## src/rtl/flag_unit.sv

```systemverilog
// ALU flag consumer: architectural ZF/VF/NF register, sticky illegal-opcode flag,
// and zero-latency branch resolution with an optional EX->ID flag bypass.
module flag_unit #(
    parameter logic [2:0] RESET_FLAGS = 3'b000,
    parameter bit         BYPASS_EN   = 1'b1
) (
    input  logic       clk,
    input  logic       rst_n,
    input  logic       stall,
    input  logic       flush,
    input  logic       ex_valid,
    input  logic       ex_alu,
    input  logic [3:0] ex_opcode,
    input  logic       Z_set,
    input  logic       V_set,
    input  logic       N_set,
    input  logic       br_valid,
    input  logic [2:0] br_cond,
    output logic       ZF,
    output logic       VF,
    output logic       NF,
    output logic       br_taken,
    output logic       opc_err
);

    logic r_zf, r_vf, r_nf, r_opc_err;
    logic w_we, w_live, w_upd_all, w_upd_z;
    logic w_ez, w_ev, w_en, w_cond;

    // ADD/SUB write all three flags; the logic/shift group writes only ZF.
    assign w_upd_all = (ex_opcode == 4'h0) || (ex_opcode == 4'h1);
    assign w_upd_z   = w_upd_all || (ex_opcode == 4'h2) || (ex_opcode == 4'h4) ||
                       (ex_opcode == 4'h5) || (ex_opcode == 4'h6);

    assign w_live = ex_valid & ~flush;
    assign w_we   = w_live & ~stall;

    always_ff @(posedge clk) begin
        if (!rst_n) begin
            {r_zf, r_vf, r_nf} <= RESET_FLAGS;
            r_opc_err          <= 1'b0;
        end else if (w_we) begin
            if (w_upd_z)   r_zf <= Z_set;
            if (w_upd_all) begin
                r_vf <= V_set;
                r_nf <= N_set;
            end
            if (ex_alu && (ex_opcode > 4'hB)) r_opc_err <= 1'b1;
        end
    end

    // Bypass ignores stall so a held branch keeps seeing the pending EX result.
    assign w_ez = (BYPASS_EN && w_live && w_upd_z)   ? Z_set : r_zf;
    assign w_ev = (BYPASS_EN && w_live && w_upd_all) ? V_set : r_vf;
    assign w_en = (BYPASS_EN && w_live && w_upd_all) ? N_set : r_nf;

    always_comb begin
        w_cond = 1'b0;
        case (br_cond)
            3'b000: w_cond = ~w_ez;
            3'b001: w_cond = w_ez;
            3'b010: w_cond = ~w_ez & ~w_en;
            3'b011: w_cond = w_en;
            3'b100: w_cond = w_ez | (~w_ez & ~w_en);
            3'b101: w_cond = w_en | w_ez;
            3'b110: w_cond = w_ev;
            3'b111: w_cond = 1'b1;
            default: w_cond = 1'b0;
        endcase
    end

    assign br_taken = rst_n & br_valid & w_cond;
    assign ZF       = r_zf;
    assign VF       = r_vf;
    assign NF       = r_nf;
    assign opc_err  = r_opc_err;

endmodule

```

## config.mk

```make
export PLATFORM = sky130hd
export DESIGN_NAME = flag_unit
export DESIGN_NICKNAME = d
export VERILOG_FILES = /design/src/rtl/flag_unit.sv
export SDC_FILE = /design/constraint.sdc
export NUM_CORES = 1
export LEC_CHECK = 0
export BUFFER_PORTS_ARGS = -buffer_cell sky130_fd_sc_hd__buf_2
export CORE_AREA = 2 2 39 41
export CTS_BUF_LIST = sky130_fd_sc_hd__clkbuf_8
export DETAILED_ROUTE_END_ITERATION = 8
export DIE_AREA = 0 0 41 43
export PLACE_DENSITY = 0.52
export SETUP_SLACK_MARGIN = 0.05
export SYNTH_ARGS = -nofsm -noshare
export SYNTH_HDL_FRONTEND = slang
export SYNTH_SLANG_ARGS = --single-unit
```

## constraint.sdc

```tcl
create_clock -name clk -period 1.2 [get_ports clk]
set_input_delay 0.12 -clock clk [delete_from_list [all_inputs] [get_ports clk]]
set_output_delay 0.12 -clock clk [all_outputs]
set_load 0.05 [all_outputs]
```

==> flow_summary.ini, run 1 <==
[drt]
num_vias = 466
drtIter0Drc = 9
wl_per_cell_um = 10.4
routed_wl_mm = 1.01
drc_errors = 0
final_antenna_net_count = 0
viasPerCell = 4.80
firstDrtPassIters = 4

[power]
p_leak_nw = 0.285
vdd_drop_max_uv = 561
p_seq_share_pct = 24.1
p_clk_share_pct = 53.6
power_density_nw_per_um2 = 896
switchingPower_uw = 143
p_total_uw = 557
netSwitchingFraction_pct = 25.7
p_int_uw = 414
p_comb_share_pct = 22.3

[critical_path]
worstPathCellList = a21boi_4, or3_4, o2111ai_2, o211ai_1, buf_4
critPathSlowestCell = or3_4
crit_path_max_fanout = 3
crit_path_start_kind = flop
critPathBufInv = 1
crit_type = flop to output pin
reg2reg_slack_ps = 450
worstSetupEndpointType = output pin
crit_arrival_ps = 1500
cpPeakStageDelay_ps = 350
required_ps = 1080
crit_family = compound AO/OA/AOI/OAI gates

[timing]
tightestPinTransition_ps = 270
setup_ws_ps = -422
fin_skew_ps = 0
finalSetupViolations = 1
hold_viol_final = 0
fmax_mhz = 617
rsz0062_at_grt = true
slew_headroom_pct = 82.0
min_period_ps = 1620
fin_crit_sh_pct = 135
slew_viol_final = 0

[clock_network]
ctsRootBufferMaster = clkbuf_8
cts.sink_count = 4
clk_latency_ps = 220
post-cts-setup-buffer-count = 0
cts-buffers-inserted = 3
h-tree-depth = 1
clock_path_buffers = 2
path_clk_slew_ps = 30
cts_tree = yes

[synthesis]
seq_area_frac_synth_pct = 23.4
yosys_warnings = 0
synth_top_cells_by_area = dfxtp_1 23%, nand2_1 6.6%, nand3_1 5.9%
synth_top_area_cell = dfxtp_1
postSynthCellCount = 44
syn_area_um2 = 342
synth_cell_type_count = 25
synth_top_area_share_pct = 23.4
synth.avg_cell_area_um2 = 7.76
ys_seq_elements = 4
synthesis.nets = 61

[floorplanning]
die_h_um = 43
rows = 14
die_area_um2 = 1760
initial_utilization_pct = 24.7
core_um2 = 1380
die_width_um = 41
io_pins = 22

[cells_and_area]
nets = 99
drive_above_1_share_pct = 54.3
syn_to_final_growth_pct = 82.1
final_cells = 97
layout_common_cells = 20 x buf_2, 13 x buf_4, 6 x nand2_1
layout.cells.most_common = buf_2
antenna_cells = 0

[grt]
antenna_found_initial = 0
grt_max_degree = 6
grt_usage_pct = 13.9
grt_overflow = 0
grt_pass1_wl_mm = 1.62
grt_pass1_vias = 410

[place]
dp.cells = 93
routabilityCongestion = 0.714
hpwlAfterDp_um = 839
io_buffers = 21

[flow_run]
maxCapViolCount = 0

[min_path]
worst_hold_path_type = primary input to flop

[outcome]
status = finished, violations left
violations = setup timing
path summary, 6_finish.rpt:
path | cells after the start | endpoint | startpoint
max | 5 | br_taken | ZF
min | 3 | NF | N_set
max reg2reg | 3 | ZF | ZF
min reg2reg | 1 | opc_err | opc_err
registers in the layout (all words and copies together), names as in the netlist:
name / count
NF: 1
opc_err: 1
VF: 1
ZF: 1
worst reg2reg max path, delay by kind of cell (launching register included):
kind / cells / cell delay (ps)
DFF: 1 / 330
buffers and inverters: 1 / 120
and+or+nand+nor: 1 / 60
muxes: 1 / 130
metal layers:
| layer | vias to the layer above | wire [um] | global-route usage (%) |
|---|---|---|---|
| li1 | 242 | - | - |
| met1 | 203 | 457 | 16.7 |
| met2 | 16 | 450 | 20.6 |
| met3 | 5 | 61 | 1.57 |
| met4 | 0 | 41 | 12.0 |
| met5 | - | 0 | 0 |
area by class of cell:
| class | instances | area [um^2] |
|---|---|---|
| well taps | 16 | 20.0 |
| clock buffers | 3 | 41.3 |
| multi-input cells | 40 | 274 |
| fillers | 149 | 762 |
| repair buffers | 33 | 198 |
| flip-flops and latches | 4 | 85.1 |
| clock inverters | 1 | 3.75 |
cells by family (layout without fill, tap and decap cells):
logic type	count (synthesis)	after routing	share of synthesized area (%)
compound gates	14	14	29.3
buf+inv	0	37	0
simple gates	25	25	44.3
flops	4	4	23.4
mux	1	1	2.93
what timing repair did:
action / 4_1_cts / 5_1_grt
endpoints found under the setup margin: 1 / 1
endpoints found under the hold margin: 0 / 0
hold buffers: 0 / 0
pin swaps: 1 / 0
gates resized for setup: 1 / 0
cell usage after synthesis:
library cell and n:
a21boi_0 2, a21boi_2 1, a21oi_1 2, a31oi_1 1
and3_1 1, dfxtp_1 4, mux2i_1 1, nand2_1 6
nand3_1 4, nand4b_1 2, nor2_1 4, nor2b_1 1
nor3_1 1, nor3b_1 1, nor3b_4 1, nor4_1 1
o2111ai_2 1, o211ai_1 1, o21a_1 1, o21ai_0 2
o21ai_1 2, o21bai_1 1, or2_2 1, or3_4 1
or3b_1 1
power groups by stage:
stage	Clock (mW)	Combinational, mW	Sequential (mW)
floorplan	0	0.0469	0.142
global placement	0	0.122	0.136
detailed placement	0	0.123	0.136
CTS	0.308	0.125	0.134
global route	0.318	0.136	0.134
finish	0.299	0.124	0.134
through the flow:
| step | hold WS (ps) | setup WS, ps | setup TNS (ps) | util (%) | cell area, um^2 |
|---|---|---|---|---|---|
| global placement | 388 | -396 | -453 | 41.5 | 574 |
| global route | 167 | -486 | -486 | 44.9 | 622 |
| detailed placement | 389 | -408 | -489 | 41.5 | 574 |
| floorplan | 238 | -614 | -614 | - | 359 |
| CTS | 159 | -439 | -439 | 44.9 | 622 |
| finish | 162 | -422 | -422 | 44.9 | 622 |
Note: power is estimated with default switching activity, not from simulation.
==> inputs of run 2 (changes only) <==
--- a/config.mk
+++ b/config.mk
@@ -10,6 +10,7 @@
 export CTS_BUF_LIST = sky130_fd_sc_hd__clkbuf_8
 export DETAILED_ROUTE_END_ITERATION = 8
 export DIE_AREA = 0 0 41 43
+export GPL_TIMING_DRIVEN = 0
 export PLACE_DENSITY = 0.52
 export SETUP_SLACK_MARGIN = 0.05
 export SYNTH_ARGS = -nofsm -noshare
==> run 2 against run 1 <==
Net effect: the flow still finishes with violations (setup timing); hold slack improved by 6.8 ps; worst setup slack worse by 1.5 ps; register-to-register slack improved by 80 ps; sequential share of layout area grew 2.3 points; critical endpoint unchanged; largest cell class unchanged; count of clock-buffer cells in the layout unchanged.
==> flow_summary.ini, run 2 (synthesis results as in run 1) <==
[grt]
grt_usage_pct = 11.3
grt_overflow = 0
grt_pass1_wl_mm = 1.37
grt_pass1_vias = 364
antenna_found_initial = 0
grt_max_degree = 8

[place]
io_buffers = 21
place_area_um2 = 484
hpwlAfterDp_um = 751
routabilityCongestion = 0.666
dp.cells = 81

[cells_and_area]
final_area_um2 = 532
syn_to_final_growth_pct = 55.7
drive_above_1_share_pct = 46.4
nets = 87
final_cells = 85
layout.cells.most_common = buf_2
antenna_cells = 0
final_core_util_pct = 38.4
layout_common_cells = 20 x buf_2, 6 x nand2_1, 4 x nor2_1, 4 x nand3_1, 3 x clkbuf_8

[drt]
num_vias = 407
viasPerCell = 4.79
firstDrtPassIters = 3
drc_errors = 0
final_antenna_net_count = 0
wl_per_cell_um = 10.3
drtIter0Drc = 10
routed_wl_um = 872

[critical_path]
crit_path_max_fanout = 6
worstSetupEndpointType = output pin
required_ps = 1080
crit_type = primary input to output pin
crit_path_start_kind = primary input
crit_arrival_ps = 1500

[timing]
slew_headroom_pct = 77.6
fmax_mhz = 616
tightestPinTransition_ps = 336
rsz0062_at_grt = true
setup_ws_ps = -423
fin_skew_ps = 0
fin_crit_sh_pct = 135
hold_viol_final = 0
fin_tns_setup_ps = -423
slew_viol_final = 0
min_period_ps = 1620
finalSetupViolations = 1

[clock_network]
cts-buffers-inserted = 3
h-tree-depth = 1
cts_tree = yes
clock_path_buffers = 2
clk_latency_ps = 220
ctsRootBufferMaster = clkbuf_8
cts.sink_count = 4
path_clk_slew_ps = 30

[floorplanning]
die_width_um = 41
die_area_um2 = 1760
core_um2 = 1380
rows = 14
io_pins = 22
die_h_um = 43
initial_utilization_pct = 24.7

[flow_run]
maxCapViolCount = 0

[outcome]
status = finished, violations left
violations = setup timing

[power]
power_density_nw_per_um2 = 998
vdd_drop_max_uv = 514
p_total_uw = 531
p_leak_nw = 0.224

[min_path]
worst_hold_path_type = primary input to flop
-- run 2: changes by cell type in the layout (fill, tap and decap cells not counted) --
cell / previous run / this run
buf_4: 13 / 1
-- run 2: timing repair --
action,CTS,global route
endpoints found under the setup margin,1,1
setup buffers,0,0
pin swaps,0,3
resized for setup,1,0
hold buffers,0,0
-- run 2: per-layer routing --
metal  GRT usage, %  part of all wire, %
met1           13.4                   47
met2           17.5                   44
met3           1.57                  6.2
met4           8.00                  1.9
met5              0                    0
-- run 2: where the power goes --
group	internal (mW)	switching [mW]	total (mW)
clock	0.219	0.0754	0.294
combinational	0.0450	0.0573	0.102
sequential	0.134	0.000894	0.135
-- run 2: worst paths after layout --
check | start | endpoint | slack, ps | depth (start not counted)
max reg2reg | VF | VF | 530 | 2
min | N_set | NF | 170 | 3
min reg2reg | opc_err | opc_err | 460 | 1
max | ex_opcode[3] | br_taken | -420 | 7
-- run 2: critical path, cell delays in order --
cell	delay, ps
buf_2	120
nor3b_4	340
a21boi_4	100
or3_4	350
o2111ai_2	170
o211ai_1	100
buf_4	200
-- run 2: layout make-up --
type,count,area (um^2)
clock buffer,3,41.3
clock inverter,1,3.75
fill,156,852
multi-input combinational,40,274
sequential,4,85.1
tap,16,20.0
timing repair buffer,21,108
-- run 2: through the flow --
step | hold slack (ps) | setup slack [ps]
after floorplan | 238 | -614
after global placement | 384 | -444
after detailed placement | 394 | -459
after CTS | 165 | -453
after global routing | 187 | -499
final | 169 | -423
